File: config.mk
export PLATFORM = sky130hd
export DESIGN_NAME = cache_arbiter
export DESIGN_NICKNAME = d
export VERILOG_FILES = /design/src/rtl/cache_arbiter.sv
export SDC_FILE = /design/constraint.sdc
export NUM_CORES = 1
export LEC_CHECK = 0
export BUFFER_PORTS_ARGS = -buffer_cell sky130_fd_sc_hd__buf_2
export CAP_MARGIN = 20
export CORE_AREA = 5 5 529 531
export CTS_CLUSTER_DIAMETER = 150
export DETAILED_ROUTE_END_ITERATION = 8
export DIE_AREA = 0 0 534 536
export PLACE_DENSITY = 0.3
export SYNTH_ARGS = -nofsm -noshare
export SYNTH_HDL_FRONTEND = slang
export SYNTH_SLANG_ARGS = --single-unit
File: constraint.sdc
create_clock -name clk -period 2.29 [get_ports clk]
set_input_delay 0.3435 -clock clk [delete_from_list [all_inputs] [get_ports clk]]
set_output_delay 0.3435 -clock clk [all_outputs]
set_load 0.005 [all_outputs]
File: src/rtl/cache_arbiter.sv
// ============================================================================
//  Module      : cache_arbiter
//  Description : Round-robin arbiter that shares one memory port between the
//                I-cache and the D-cache. It latches the address at grant.
//  Revision    : 1.0  initial release
// ============================================================================
`default_nettype none

module cache_arbiter #(
    parameter int ADDR_W = 32,
    parameter int LINE_W = 256
) (
    input  logic              clk,
    input  logic              rst,
    // I-cache side
    input  logic              i_read,
    input  logic [ADDR_W-1:0] i_addr,
    output logic [LINE_W-1:0] i_rdata,
    output logic              i_resp,
    // D-cache side
    input  logic              d_read,
    input  logic              d_write,
    input  logic [ADDR_W-1:0] d_addr,
    input  logic [LINE_W-1:0] d_wdata,
    output logic [LINE_W-1:0] d_rdata,
    output logic              d_resp,
    // memory side
    output logic              mem_read,
    output logic              mem_write,
    output logic [ADDR_W-1:0] mem_addr,
    output logic [LINE_W-1:0] mem_wdata,
    input  logic [LINE_W-1:0] mem_rdata,
    input  logic              mem_resp
);

    typedef enum logic [1:0] {
        ST_IDLE    = 2'd0,
        ST_SERVE_I = 2'd1,
        ST_SERVE_D = 2'd2
    } state_t;

    state_t              r_state_q,     w_state_d;
    logic                r_last_d_q,    w_last_d_d;
    logic                r_op_wr_q,     w_op_wr_d;
    logic                r_mem_read_q,  w_mem_read_d;
    logic                r_mem_write_q, w_mem_write_d;
    logic [ADDR_W-1:0]   r_mem_addr_q,  w_mem_addr_d;
    logic [LINE_W-1:0]   r_mem_wdata_q, w_mem_wdata_d;

    logic                w_d_req;

    assign w_d_req = d_read | d_write;

    always_comb begin
        w_state_d     = r_state_q;
        w_last_d_d    = r_last_d_q;
        w_op_wr_d     = r_op_wr_q;
        w_mem_addr_d  = r_mem_addr_q;
        w_mem_wdata_d = r_mem_wdata_q;

        case (r_state_q)
            ST_IDLE: begin
                // On a tie the side that was not granted last wins.
                if (i_read && (!w_d_req || r_last_d_q)) begin
                    w_state_d    = ST_SERVE_I;
                    w_mem_addr_d = i_addr;
                    w_op_wr_d    = 1'b0;
                    w_last_d_d   = 1'b0;
                end else if (w_d_req && (!i_read || !r_last_d_q)) begin
                    w_state_d     = ST_SERVE_D;
                    w_mem_addr_d  = d_addr;
                    w_mem_wdata_d = d_wdata;
                    w_op_wr_d     = d_write;
                    w_last_d_d    = 1'b1;
                end
            end
            ST_SERVE_I, ST_SERVE_D: begin
                if (mem_resp) begin
                    w_state_d = ST_IDLE;
                end
            end
            default: begin
                w_state_d = ST_IDLE;
            end
        endcase

        // Strobes are registered from the next state so they line up with it.
        w_mem_read_d  = (w_state_d == ST_SERVE_I) ||
                        ((w_state_d == ST_SERVE_D) && !w_op_wr_d);
        w_mem_write_d = (w_state_d == ST_SERVE_D) && w_op_wr_d;
    end

    always_ff @(posedge clk or negedge rst) begin
        if (!rst) begin
            r_state_q     <= ST_IDLE;
            r_last_d_q    <= 1'b1;
            r_op_wr_q     <= 1'b0;
            r_mem_read_q  <= 1'b0;
            r_mem_write_q <= 1'b0;
            r_mem_addr_q  <= '0;
            r_mem_wdata_q <= '0;
        end else begin
            r_state_q     <= w_state_d;
            r_last_d_q    <= w_last_d_d;
            r_op_wr_q     <= w_op_wr_d;
            r_mem_read_q  <= w_mem_read_d;
            r_mem_write_q <= w_mem_write_d;
            r_mem_addr_q  <= w_mem_addr_d;
            r_mem_wdata_q <= w_mem_wdata_d;
        end
    end

    assign mem_read  = r_mem_read_q;
    assign mem_write = r_mem_write_q;
    assign mem_addr  = r_mem_addr_q;
    assign mem_wdata = r_mem_wdata_q;

    assign i_resp  = (r_state_q == ST_SERVE_I) && mem_resp;
    assign d_resp  = (r_state_q == ST_SERVE_D) && mem_resp;
    assign i_rdata = mem_rdata;
    assign d_rdata = mem_rdata;

endmodule

`default_nettype wire

Word level (Yosys, flattened, before mapping)
Index checks and enable logic that the tools add are counted.
Word-level totals
  bits of input ports: 582
  register bits after elaboration: 294
  word-level logic and storage cells: 42
  output and inout port bits: 804
Operators by class
  muxes and demuxes: 11
  eq/ne operators: 4
  reductions and logical operators: 18
  bitwise logic cells: 2
Operators with widths (number)
  $mux 32: 2
  $logic_and 1x1->1: 6
  $mux 2: 3
  $mux 1: 5
  $eq 2x1->1 const B: 2
  $eq 2x2->1 const B: 2
  $logic_not 1->1: 4
  $pmux 2 s2: 1
  $logic_or 1x1->1: 3
  $reduce_and 3->1: 1
  $logic_not 2->1: 1
  $reduce_and 2->1: 1
  $reduce_bool 2->1: 1
  $reduce_or 2->1: 1
  $not 1->1: 1
  $or 1x1->1: 1

Depth between registers and ports, before layout
  depth in word-level cells: 9
  depth in mapped cells: 7
  depth with buffers taken out: 6

Least setup slack after synthesis
OpenSTA, ideal clock, no wires.
  path type: register -> register
  from: reg r_state_q[0]
  to: reg r_mem_wdata_q[100] (netlist: mem_wdata[100])
  buffers on the path: 2
  cell stages (with the launch flop): 7
  path slack: 0.664 ns
  required time: 2.165 ns
  arrival: 1.501 ns
  period minus slack after synthesis: 1.626 ns
  library setup time: 0.125 ns
  cell sequence: dfrtp_1 -> inv_1 -> ha_1 -> nand3_4 -> buf_8 -> buf_8 -> mux2_4
On the way
  longest elaborated chain between the ends: 2
RTL lines
  from (decl): RTL line 42  | state_t r_state_q, w_state_d;
  from (signal assigned): RTL line 103  | r_state_q <= w_state_d;
  $logic_not 2->1: RTL line 61  | case (r_state_q)
  $reduce_and 3->1 (no source line)
  to (signal assigned): RTL line 109  | r_mem_wdata_q <= w_mem_wdata_d;
  to (decl): RTL line 48  | logic [LINE_W-1:0] r_mem_wdata_q, w_mem_wdata_d;
No other way between the ends.
A chain may end at the register's enable or synchronous reset.

Worst setup path after layout
  from: in d_write
  to: reg r_mem_addr_q[25] (netlist: mem_addr[25])
On the way
  longest elaborated chain between the ends: 6
  elaborated cells on any way between the ends: 8
  classes of those cells: mux: 1; bitwise: 1; reduce/logical: 6
RTL lines
  from (decl): RTL line 22  | input logic d_write,
  $or 1x1->1 (*): RTL line 52  | assign w_d_req = d_read | d_write;
  $logic_not 1->1: RTL line 64  | if (i_read && (!w_d_req || r_last_d_q)) begin
  $logic_or 1x1->1: RTL line 64
  $logic_and 1x1->1: RTL line 64
  $reduce_bool 2->1 (no source line)
  $reduce_and 2->1 (no source line)
  to (signal assigned): RTL line 108  | r_mem_addr_q <= w_mem_addr_d;
  to (decl): RTL line 47  | logic [ADDR_W-1:0] r_mem_addr_q, w_mem_addr_d;
Mark *: on every way between the ends. The rest lies on a longest branch, timed or not.

==> results.yml <==
run_status:
  outcome: "finished clean"
critical_path:
  critPathKind: "input port to flip-flop"
  cp-end-kind: "flip-flop"
  cp.required_ps: 2810
  slowest_delay_ps: 610
  crit_path_frequent_cell: "dlygate4sd3_1"
  critPathSlowestCell: "dlygate4sd3_1"
  worstPathArrival_ps: 2520
  timing.rr.start: "r_last_d_q$_DFFE_PN1P_"
  worstPathCellList: "dlygate4sd3_1 > buf_2 > nor2_1 > o21ai_4 > buf_4 > mux2i_1 > dlygate4sd3_1 > o21ai_0"
  crit_fanout: 12
  crit_start: "d_write"
  critPathLaunchType: "input port"
timing:
  tns_ps: 0
  finalWorstSetupSlack_ps: 287.7
  fin_crit_ps: 2002
  hold_viol_final: 0
  slew_violations: 0
  max_slew_margin_pct: 66.09
  fin_crit_sh_pct: 87.44
  setup_viol: 0
  max_clock_freq_ghz: 0.4994
  rsz0062_at_grt: "no"
  fin_skew_ps: 25.19
  whs_ps: 88.95
  worst_pin_slew_ps: 508.6
die:
  die_y_um: 536
  dieArea_um2: 286200
  core_um2: 275000
  start_util_pct: 5.837
  die_w_um: 534
  io-pin-count: 1386
  rows: 193
cts:
  clock_sinks: 294
  cts-htree-levels: 2
  clockBufferDepth: 3
  cts_made_buffers: 45
  clkTransAtPathRegs_ps: 60
  cts_root_buffer: "clkbuf_16"
  clk_latency_ps: 670
  tritoncts: "built"
  post-cts-setup-buffers: 0
pwr:
  p_per_area_nw_per_um2: 1299
  ir_drop_uv: 577.1
  power_mw: 31.71
  p_leak_nw: 10.56
placement:
  port_buffers: 617
  gp_congestion: 0.8009
  placedInstanceArea_um2: 19880
  pre_cts_ws_ps: 283.0
  dpl.hpwl_mm: 103.9
  dp_cells: 4940
logic_synthesis:
  seq_area_frac_synth_pct: 45.83
  synth_area_um2: 16060
  synth_top_cells_by_area: "dfrtp_1 46%, buf_4 24%, mux2_4 19%"
  ys_ff_latch: 294
  netlist.area_leader.share_pct: 45.67
  synth_top_family_by_area: "buffers and inverters"
  synth_compound_area_share_pct: 1.372
  avgSynthCellArea_um2: 13.07
  synthTopCellsByCount: "518 x buf_4, 293 x dfrtp_1, 198 x mux2_4"
  yosysWarnings: 0
  synth_cell_types: 30
  synth_fa_ha_area_share_pct: 0.3117
  synth_flop_cell: "dfrtp_1"
  syn-num-nets: 1814
  async_flop_share_pct: 100.0
  yosysTopAreaCell: "dfrtp_1"
  synth-edff-count: 0
  yosys.area_share.simple_pct: 1.465
  synthMuxAreaShare_pct: 24.58
  synth-xor-area-share_pct: 0
  synth.most_common_cell: "buf_4"
  syn_inst: 1228
global_routing:
  grt_max_degree: 72
  grt_usage_pct: 7.992
  grt_antenna_before_repair: 67
  grt_pass1_wl_mm: 144.4
  use_met2_pct: 11.32
  gr-max-usage-layer: "met2"
  grtUsageMet1_pct: 7.815
  grt_overflow: 0
  grt_util_met3_pct: 7.853
  grt_pass1_vias: 11854
final_layout:
  fin_util_pct: 8.877
  nFillCells: 31784
  multi_input_area_um2: 4471
  drive_gt1_share_pct: 57.33
  finalNonFillerCells: 5329
  seq_area_um2: 7358
  final_net_count: 2269
  synthToLayoutAreaGrowth_pct: 52.07
  fin_area_um2: 24410
routing:
  vias: 10849
  drt_iter0_markers: 292
  wl_per_cell_um: 22.40
  antenna_left: 0
  vias_per_cell: 2.036
  drcViolationCount: 0
  first_pass_iters: 4
  wl_mm: 119.4
run:
  maxCapViolCount: 0
hold_path:
  hp-class: "input port to flip-flop"
  holdCritStartpoint: "i_addr[1]"
==> cell type report <==
type	count	share of cell area, %
flip-flops and latches	294	30.14
well taps	3607	18.49
inverters	2	0.03075
diodes	9	0.09225
clock buffers	64	5.191
multi-input cells	382	18.31
repair buffers	958	26.89
clock inverters	13	0.8558
==> timing repair <==
| action | in CTS | in global routing |
|---|---|---|
| gates resized for setup | 0 | 0 |
| hold endpoints to repair | 499 | 0 |
| hold buffers | 303 | 0 |
==> logic make-up after synthesis <==
| logic type | Yosys count |
|---|---|
| compound gates | 41 |
| buf+inv | 552 |
| fa+ha+maj | 4 |
| simple gates | 49 |
| flops | 294 |
| mux | 288 |
==> routing by layer <==
layer	routed length (um)	part of all wire (%)
met1	40500	34
met2	47640	40
met3	25730	22
met4	5343	4.5
met5	149	0.12
==> placed cells by master, fill, tap and decap left out, types with 2 or more instances in the layout <==
| master | count |
|---|---|
| clkbuf_16 | 45 |
| buf_4 | 26 |
| and2_1 | 3 |
| clkinv_16 | 2 |
| nor2b_1 | 3 |
| diode_2 | 9 |
| clkinv_4 | 2 |
| dlygate4sd3_1 | 303 |
| buf_2 | 616 |
| ha_1 | 4 |
| nand2_1 | 35 |
| buf_12 | 12 |
| clkbuf_8 | 7 |
| clkinvlp_4 | 3 |
| nor2_1 | 2 |
| bufinv_16 | 3 |
| clkbuf_1 | 12 |
| mux2_2 | 58 |
| mux2i_1 | 32 |
| mux2_4 | 198 |
| o21ai_0 | 35 |
| nand3_1 | 2 |
| dfrtp_1 | 293 |
| inv_1 | 2 |
| o21ai_4 | 2 |
| clkinv_2 | 2 |
==> report_power, final <==
part	switching, mW	internal [mW]	leakage [nW]
Sequential	1.61	7.91	3.46
Clock	2.92	4.19	0.705
Combinational	8.10	6.97	6.40
Total	12.6	19.1	10.6
==> final timing paths <==
| kind | end | depth (start not counted) | slack [ps] |
|---|---|---|---|
| min reg2reg | mem_addr[8]$_DFFE_PN0P_ | 2 | 480 |
| min | mem_addr[1]$_DFFE_PN0P_ | 3 | 90 |
| min in group asynchronous | mem_wdata[143]$_DFFE_PN0P_ | 2 | 190 |
| max in group asynchronous | mem_wdata[7]$_DFFE_PN0P_ | 3 | 1230 |
| max reg2reg | mem_addr[25]$_DFFE_PN0P_ | 5 | 290 |
| max | mem_addr[25]$_DFFE_PN0P_ | 8 | 290 |
==> sequential cells by signal, indices dropped and copies added (netlist names) <==
| signal | cells |
|---|---|
| mem_read | 1 |
| r_op_wr_q | 1 |
| r_last_d_q | 1 |
| r_state_q | 2 |
| mem_addr | 32 |
| mem_wdata | 256 |
| mem_write | 1 |
==> worst max-delay path, delay by kind of cell <==
family          cells  cell delay [ps]
compound gates      2              290
buf+inv             4             1520
mux                 1              280
simple gates        1               60
No activity file was read; power rests on OpenSTA's default activity.
